`config.mk`:
```
export PLATFORM = sky130hd
export DESIGN_NAME = seg7_frame_reader
export DESIGN_NICKNAME = d
export VERILOG_FILES = /design/src/rtl/seg7_frame_reader.sv
export SDC_FILE = /design/constraint.sdc
export NUM_CORES = 1
export LEC_CHECK = 0
export BUFFER_PORTS_ARGS = -buffer_cell sky130_fd_sc_hd__buf_2
export CAP_MARGIN = 10
export CORE_MARGIN = 10
export CORE_UTILIZATION = 45
export DETAILED_ROUTE_END_ITERATION = 8
export GPL_TIMING_DRIVEN = 0
export HOLD_SLACK_MARGIN = 0.02
export PLACE_DENSITY = 0.63
export SYNTH_ARGS = -nofsm -noshare
export SYNTH_HDL_FRONTEND = slang
export SYNTH_SLANG_ARGS = --single-unit
```
`constraint.sdc`:
```
create_clock -name CLOCK_50 -period 2.89 [get_ports CLOCK_50]
set_clock_uncertainty 0.05 [all_clocks]
set_input_delay 0 -clock CLOCK_50 [delete_from_list [all_inputs] [get_ports CLOCK_50]]
set_output_delay 0 -clock CLOCK_50 [all_outputs]
set_load 0.01 [all_outputs]
```
`src/rtl/seg7_frame_reader.sv`:
```
// seg7_frame_reader
//   Receive side of a seven-segment display bus tap. Active-low gfedcba segment
//   patterns arrive one digit per cycle. Each pattern is decoded back to a hex
//   nibble, NUM_DIGITS in-order digits are collected into one frame, and the frame
//   is offered to a consumer over a valid/ready handshake. The block also flags
//   unknown patterns (frame_err), digits that arrive out of order (seq_err), and
//   digits dropped while a frame is still being held (overrun).
//
//   state   | meaning
//   --------+-------------------------------------------------------------
//   COLLECT | collecting digits; cnt_q is the next expected digit index
//   HOLD    | complete frame presented; waiting for frame_ready
module seg7_frame_reader #(
  parameter int NUM_DIGITS = 6,
  parameter int IDX_W      = 3
) (
  input  logic                    CLOCK_50,
  input  logic                    RESET,
  input  logic [6:0]              seg_in,
  input  logic [IDX_W-1:0]        seg_idx,
  input  logic                    seg_valid,
  output logic [4*NUM_DIGITS-1:0] frame_value,
  output logic                    frame_valid,
  input  logic                    frame_ready,
  output logic                    frame_err,
  output logic                    seq_err,
  output logic                    overrun
);

  typedef enum logic {
    ST_COLLECT = 1'b0,
    ST_HOLD    = 1'b1
  } state_t;

  localparam logic [IDX_W-1:0] LAST_IDX = IDX_W'(NUM_DIGITS - 1);
  localparam logic [IDX_W-1:0] IDX_ONE  = IDX_W'(1);

  // Returns {unknown, nibble}. Unknown patterns (including blank) decode to 0.
  function automatic logic [4:0] decode_seg(input logic [6:0] seg);
    logic [4:0] res;
    case (seg)
      7'b1000000: res = {1'b0, 4'h0};
      7'b1111001: res = {1'b0, 4'h1};
      7'b0100100: res = {1'b0, 4'h2};
      7'b0110000: res = {1'b0, 4'h3};
      7'b0011001: res = {1'b0, 4'h4};
      7'b0010010: res = {1'b0, 4'h5};
      7'b0000010: res = {1'b0, 4'h6};
      7'b1111000: res = {1'b0, 4'h7};
      7'b0000000: res = {1'b0, 4'h8};
      7'b0010000: res = {1'b0, 4'h9};
      7'b0001000: res = {1'b0, 4'hA};
      7'b0000011: res = {1'b0, 4'hB};
      7'b1000110: res = {1'b0, 4'hC};
      7'b0100001: res = {1'b0, 4'hD};
      7'b0000110: res = {1'b0, 4'hE};
      7'b0001110: res = {1'b0, 4'hF};
      default:    res = {1'b1, 4'h0};
    endcase
    return res;
  endfunction

  state_t                    state_q, state_d;
  logic [IDX_W-1:0]          cnt_q, cnt_d;
  logic [4*NUM_DIGITS-1:0]   work_q, work_d;
  logic                      err_acc_q, err_acc_d;
  logic [4*NUM_DIGITS-1:0]   frame_value_q, frame_value_d;
  logic                      frame_err_q, frame_err_d;
  logic                      seq_err_q, seq_err_d;
  logic                      overrun_q, overrun_d;

  logic [3:0]                dec_nibble;
  logic                      dec_unknown;
  logic                      collecting;
  logic                      in_order;
  logic                      out_of_order;
  logic                      restart;
  logic                      frame_done;
  logic [IDX_W-1:0]          wr_slot;
  logic [4*NUM_DIGITS-1:0]   work_ins;

  // Decode the incoming pattern and classify the digit against the expected index.
  always_comb begin
    {dec_unknown, dec_nibble} = decode_seg(seg_in);
    collecting   = (state_q == ST_COLLECT);
    in_order     = collecting && seg_valid && (seg_idx == cnt_q);
    out_of_order = collecting && seg_valid && (seg_idx != cnt_q);
    restart      = out_of_order && (seg_idx == '0);
    frame_done   = in_order && (cnt_q == LAST_IDX);
    // A restarting digit always lands in slot 0, an in-order one at cnt_q.
    wr_slot      = in_order ? cnt_q : '0;
  end

  // Work buffer with the current digit merged in; also the source of a completed frame.
  always_comb begin
    work_ins = work_q;
    for (int i = 0; i < NUM_DIGITS; i++) begin
      if (wr_slot == IDX_W'(i)) begin
        work_ins[4*i +: 4] = dec_nibble;
      end
    end
  end

  // FSM state register.
  always_ff @(posedge CLOCK_50 or posedge RESET) begin
    if (RESET) begin
      state_q <= ST_COLLECT;
    end else begin
      state_q <= state_d;
    end
  end

  // FSM next-state logic.
  always_comb begin
    state_d = state_q;
    case (state_q)
      ST_COLLECT: if (frame_done)  state_d = ST_HOLD;
      ST_HOLD:    if (frame_ready) state_d = ST_COLLECT;
      default:    state_d = ST_COLLECT;
    endcase
  end

  // FSM output logic: a frame is offered exactly while held.
  always_comb begin
    frame_valid = (state_q == ST_HOLD);
  end

  // Datapath next-values: digit counter, work buffer, error accumulation, frame load.
  always_comb begin
    cnt_d         = cnt_q;
    work_d        = work_q;
    err_acc_d     = err_acc_q;
    frame_value_d = frame_value_q;
    frame_err_d   = frame_err_q;
    seq_err_d     = out_of_order;
    // Any digit seen while holding is dropped, even if the frame is accepted on
    // the same edge; it never becomes part of the next frame.
    overrun_d     = seg_valid && (state_q == ST_HOLD);

    if (in_order) begin
      work_d = work_ins;
      if (frame_done) begin
        frame_value_d = work_ins;
        frame_err_d   = err_acc_q | dec_unknown;
        cnt_d         = '0;
        err_acc_d     = 1'b0;
      end else begin
        cnt_d     = cnt_q + IDX_ONE;
        err_acc_d = err_acc_q | dec_unknown;
      end
    end else if (out_of_order) begin
      // Partial frame is discarded; a digit 0 starts a fresh frame right away.
      if (restart) begin
        work_d    = work_ins;
        cnt_d     = IDX_ONE;
        err_acc_d = dec_unknown;
      end else begin
        cnt_d     = '0;
        err_acc_d = 1'b0;
      end
    end
  end

  // Datapath registers.
  always_ff @(posedge CLOCK_50 or posedge RESET) begin
    if (RESET) begin
      cnt_q         <= '0;
      work_q        <= '0;
      err_acc_q     <= 1'b0;
      frame_value_q <= '0;
      frame_err_q   <= 1'b0;
      seq_err_q     <= 1'b0;
      overrun_q     <= 1'b0;
    end else begin
      cnt_q         <= cnt_d;
      work_q        <= work_d;
      err_acc_q     <= err_acc_d;
      frame_value_q <= frame_value_d;
      frame_err_q   <= frame_err_d;
      seq_err_q     <= seq_err_d;
      overrun_q     <= overrun_d;
    end
  end

  assign frame_value = frame_value_q;
  assign frame_err   = frame_err_q;
  assign seq_err     = seq_err_q;
  assign overrun     = overrun_q;

endmodule
```
==> impl_metrics.json, run 1 <==
{
  "post_cts_resized": 0,
  "crit_path_max_fanout": 10,
  "dr_total_vias": 2078,
  "wl_met2_um": 2790,
  "crit_path_top_delay_cell": "dfrtp_1",
  "viasPerCell": 5.27,
  "drc": 0,
  "drive_gt1_share_pct": 22.6,
  "synth_cells": 268,
  "ys_warn_count": 0,
  "port_buffers": 37,
  "slew_headroom_pct": 23.3,
  "synth-main-ff-cell": "dfrtp_1",
  "critical_path_class": "flop to flop",
  "die_h_um": 97.6,
  "io_pins": 42,
  "routed_wl_um": 5970,
  "worst_slew_pin_slew_ps": 1140,
  "ir_worst_vdd_mv": 0.222,
  "clock-sinks": 56,
  "hold_violations": 0,
  "synth-edff-count": 0,
  "drv_cap": 0,
  "crit_arrival_ps": 2680,
  "worst-path-buf-inv": 3,
  "min_period_ps": 2470,
  "numCtsBuffers": 5,
  "hold_start": "seg_idx[0]",
  "crit_path_start": "cnt_q[1]$_DFFE_PP0P_",
  "wl_met1_um": 2820,
  "setup_viol": 0,
  "ctsHtreeMaxLevel": 2,
  "hp-class": "input port to flop",
  "synth_area_leader_cell": "dfrtp_1",
  "globalplace.congestion": 0.846,
  "start_kind": "flop",
  "syn_area_sq_um": 2710,
  "cp_data_required_time_ps": 3090,
  "worstPathCellList": "inv_1, ha_1, nand4b_1, nor4_1, clkbuf_1, buf_2, nand2_1, nand2_1",
  "wl_per_cell_um": 15.2,
  "nets": 334,
  "postCtsSetupBuffers": 0,
  "antenna_cells": 0,
  "clk_root_buffer_cell": "clkbuf_8",
  "synth_cell_types": 49,
  "synthArstFlopShare_pct": 100,
  "slew_viol_final": 0,
  "dieArea_sq_um": 9530,
  "core_sq_um": 5890,
  "dr.max_layer_used": "met4",
  "clockBufferDepth": 2,
  "hpwl_um": 4300,
  "cp_common_cell": "nand2_1",
  "worst_path_largest_cell_delay_ps": 460,
  "syn_area_per_cell_sq_um": 10.1,
  "fin_util_pct": 53.5,
  "clkTransAtPathRegs_ps": 100,
  "drtIter0Drc": 113,
  "ys_ff_latch": 56,
  "outcome": "complete, no violations",
  "grt_use_total_pct": 12.5,
  "syn2layout_area_growth_pct": 16.1,
  "clk_latency_ps": 310,
  "cts_tree": "done",
  "synthesis.nets": 284,
  "antenna_left": 0,
  "path_delay_family": "buffers and inverters",
  "ys_top_cells_by_area": "dfrtp_1 (52%), nand2_1 (7.7%), o21ai_0 (2.6%), mux2_2 (2.5%), mux2_1 (2.1%)",
  "wl_met3_um": 300,
  "first_pass_iters": 4,
  "rows": 28,
  "synth_top_area_share_pct": 51.7,
  "rsz0062_at_grt": "false",
  "first_global_vias": 2034,
  "fin_setup_tns_ps": 0,
  "antenna_found_initial": 0,
  "grt_pass1_wl_um": 10000,
  "period_share_pct": 85.6,
  "timing.rr.start": "cnt_q[1]$_DFFE_PP0P_",
  "worstSetupEndpointType": "flop",
  "leakage_nw": 1.55,
  "fmax_mhz": 404,
  "p_per_area_nw_per_um2": 450,
  "globalRoute.totalOverflow": 0,
  "die_w_um": 97.6,
  "synth_seq_area_share_pct": 51.7,
  "grt_max_degree": 37,
  "initial_core_util_pct": 46.1
}
-- tightest hold or removal path, stage by stage --
cell and delay [ps]:
buf_2 120, nor4_2 100, a21oi_1 140
-- worst paths after layout --
path	depth (start not counted)	endpoint	slack, ps
worst max-delay path	8	frame_value[4]$_DFFE_PP0P_	420
worst min-delay path	3	work_q[2]$_DFFE_PP0P_	40
worst max register to register	8	frame_value[4]$_DFFE_PP0P_	420
worst min register to register	2	frame_value[8]$_DFFE_PP0P_	420
max in group asynchronous	4	work_q[20]$_DFFE_PP0P_	2070
min in group asynchronous	3	frame_value[15]$_DFFE_PP0P_	180
-- layout make-up --
type	instances	area (sq um)
fillers	562	2740
flip-flops and latches	56	1400
multi-input cells	188	1190
repair buffers	43	255
well taps	75	93.8
plain buffers	17	92.6
clock buffers	6	72.6
inverters	7	26.3
clock inverters	2	16.3
-- layout by cell type (no fill, tap or decap), types with 6 or more instances in the layout --
cell,instances
dfrtp_1,56
and3_1,6
clkbuf_1,9
o21ai_0,14
nor2_1,13
inv_1,6
a21oi_1,11
mux2_2,6
buf_2,42
nand3_1,11
nand2_1,56
-- timing repair --
action | 4_1_cts | 5_1_grt
hold endpoints to repair | 24 | 0
hold buffers | 5 | 0
endpoints found under the setup margin | 0 | 0
-- per-stage QoR --
stage,hold slack (ps),worst slack (ps),total power [mW],instances,area [sq um]
after global routing,68.2,153,1.49,394,3150
after detailed placement,-11.1,436,1.00,381,3010
after floorplan,46.4,686,0.955,268,2710
after global placement,128,453,0.993,380,2990
final,38.1,417,1.42,394,3150
after CTS,27.0,415,1.44,394,3150
-- kinds of logic after synthesis --
logic type                 share of synthesized area (%)
AOI/OAI and AO/OA                                   9.92
xor gates and xnor gates                            2.58
adders and majority gates                          0.922
buffers and inverters                               4.38
DFF                                                 51.7
muxes                                               7.70
and+or+nand+nor                                     22.8
-- synth_stat cells, types with 4 or more instances --
master	instances
o21ai_0	14
nand3_1	11
nand2b_1	4
nand2_1	56
mux2i_1	4
a21oi_1	11
nor3_1	5
mux2_2	6
dfrtp_1	56
clkbuf_1	8
and3_1	6
nor2_1	13
buf_2	5
mux2_1	5
inv_1	7
-- report_power, final --
group / total (mW) / internal, mW / switching (mW)
registers: 0.831 / 0.817 / 0.0136
clock network: 0.428 / 0.173 / 0.255
logic: 0.159 / 0.0603 / 0.0984
-- per-layer routing --
layer | global-route usage [%] | vias to the layer above
met5 | 0 | -
met4 | 3.91 | 0
met3 | 3.77 | 7
met2 | 19.9 | 54
met1 | 15.8 | 988
li1 | - | 1029
-- sequential cells by signal, indices dropped and copies added (netlist names) --
name and cells:
frame_value 24, work_q 24, cnt_q 3, err_acc_q 1
frame_err 1, frame_valid 1, overrun 1, seq_err 1
No activity file was read; power rests on OpenSTA's default activity.
==> run 2, diff against run 1 <==
--- a/config.mk
+++ b/config.mk
@@ -9,6 +9,7 @@
 export CAP_MARGIN = 10
 export CORE_MARGIN = 10
 export CORE_UTILIZATION = 45
+export CTS_BUF_LIST = sky130_fd_sc_hd__clkbuf_4
 export DETAILED_ROUTE_END_ITERATION = 8
 export GPL_TIMING_DRIVEN = 0
 export HOLD_SLACK_MARGIN = 0.02
==> run 2 against run 1 <==
Sequential power about the same; hold slack better by 45 ps; core utilization down 0.47 points; fmax up 0.88%; combinational power about the same; sequential share of layout area up 0.39 points; final cell count unchanged; critical path depth unchanged; largest power group unchanged.
==> impl_metrics.json, run 2 (synthesis gave the netlist of run 1 again) <==
{
  "syn2layout_area_growth_pct": 15.1,
  "first_pass_iters": 4,
  "nFillCells": 566,
  "antenna_left": 0,
  "crit_path_start": "cnt_q[1]$_DFFE_PP0P_",
  "port_buffers": 37,
  "rsz0062_at_grt": "false",
  "layout_common_cells": "nand2_1 (56), dfrtp_1 (56), buf_2 (42)",
  "core_sq_um": 5890,
  "slew_headroom_pct": 23.6,
  "fin_setup_tns_ps": 0,
  "pwr-share-clk_pct": 26.7,
  "postCtsSetupBuffers": 0,
  "dr_total_vias": 2061,
  "sequentialPowerShare_pct": 61.6,
  "wl_met3_um": 303,
  "rows": 28,
  "wl_per_cell_um": 15.2,
  "clock-sinks": 56,
  "crit_end": "frame_value[4]$_DFFE_PP0P_",
  "ff2ff_path_depth": 8,
  "min_period_ps": 2450,
  "worst_slew_pin_slew_ps": 1140,
  "setup_viol": 0,
  "reg2reg_slack_ps": 440,
  "globalRoute.totalOverflow": 0,
  "routed_wl_um": 5990,
  "cts_hold_buf": 5,
  "hp-class": "input port to async pin",
  "clk_latency_ps": 390,
  "initial_core_util_pct": 46.1,
  "io_pins": 42,
  "slew_viol_final": 0,
  "die_w_um": 97.6,
  "post_cts_resized": 0,
  "clockBufferDepth": 2,
  "grt_use_total_pct": 12.4,
  "nets": 334,
  "total_power_mw": 1.35,
  "start_kind": "flop",
  "drv_cap": 0,
  "fin_util_pct": 53.1,
  "period_share_pct": 84.8,
  "wl_met2_um": 2820,
  "leakage_nw": 1.54,
  "timing.rr.start": "cnt_q[1]$_DFFE_PP0P_",
  "globalplace.congestion": 0.846,
  "worstSetupEndpointType": "flop",
  "final_cells": 394,
  "cts_tree": "done",
  "crit_arrival_ps": 2740,
  "power_switching_mw": 0.365,
  "drive_gt1_share_pct": 22.9,
  "hpwl_um": 4300,
  "antenna_found_initial": 0,
  "p_per_area_nw_per_um2": 432,
  "numCtsBuffers": 5,
  "dr.max_layer_used": "met4",
  "r2r-end": "frame_value[4]$_DFFE_PP0P_",
  "grt_max_degree": 37,
  "wl_met1_um": 2780,
  "ctsHtreeMaxLevel": 2,
  "hold_violations": 0,
  "fmax_mhz": 408,
  "drtIter0Drc": 116,
  "crit_path_max_fanout": 10,
  "grt_pass1_wl_um": 9980,
  "hold-worst-slack_ps": 83.2,
  "first_global_vias": 2032,
  "intPower_mw": 0.985,
  "clkTransAtPathRegs_ps": 160,
  "drc": 0,
  "p_comb_share_pct": 11.8,
  "ir_worst_vdd_mv": 0.197,
  "dieArea_sq_um": 9530,
  "outcome": "complete, no violations",
  "die_h_um": 97.6,
  "dp_cells": 381,
  "viasPerCell": 5.23,
  "cp_data_required_time_ps": 3180,
  "p_sw_share_pct": 27.0,
  "clk_root_buffer_cell": "clkbuf_4",
  "critical_path_class": "flop to flop",
  "antenna_cells": 0
}
run 2: worst min-delay path by stage:
| stage | end | slack (ps) | cells after the start |
|---|---|---|---|
| after floorplan | frame_valid$_DFF_PP0_ | 50 | 1 |
| after global placement | frame_valid$_DFF_PP0_ | 130 | 2 |
| after detailed placement | frame_value[15]$_DFFE_PP0P_ | -10 | 2 |
| after CTS | frame_value[15]$_DFFE_PP0P_ | 90 | 3 |
| after global routing | frame_value[15]$_DFFE_PP0P_ | 120 | 3 |
| final | frame_value[15]$_DFFE_PP0P_ | 80 | 3 |
run 2: routing by layer:
| layer | vias to the layer above | track usage (%) |
|---|---|---|
| met5 | - | 0 |
| met4 | 0 | 4.92 |
| met3 | 7 | 2.92 |
| met2 | 53 | 19.8 |
| met1 | 974 | 15.7 |
| li1 | 1027 | - |
run 2: through the flow:
stage | worst slack [ps] | instance area [sq um]
after global routing | 180 | 3120
after global placement | 453 | 2990
after floorplan | 686 | 2710
after CTS | 432 | 3120
final | 439 | 3120
after detailed placement | 436 | 3010
run 2: cell type report:
type	instances	area (sq um)	area share [%]
Sequential cell	56	1400	44.9
Tap cell	75	93.8	3.00
Buffer	17	92.6	2.96
Timing Repair Buffer	43	255	8.17
Inverter	7	26.3	0.841
Clock inverter	2	16.3	0.521
Clock buffer	6	45.0	1.44
Multi-Input combinational cell	188	1190	38.2
run 2: power groups by stage:
| stage | combinational (mW) | clock [mW] | sequential [mW] |
|---|---|---|---|
| 2_1_floorplan | 0.111 | 0 | 0.844 |
| 3_3_place_gp | 0.147 | 0 | 0.846 |
| 3_5_place_dp | 0.154 | 0 | 0.846 |
| 4_1_cts | 0.160 | 0.373 | 0.831 |
| 5_1_grt | 0.179 | 0.395 | 0.835 |
| 6_report | 0.159 | 0.360 | 0.831 |
run 2: critical path, stage by stage, from the launching register on:
cell	delay, ps
dfrtp_1	480
inv_1	200
ha_1	260
nand4b_1	110
nor4_1	390
clkbuf_1	460
buf_2	310
nand2_1	80
nand2_1	60
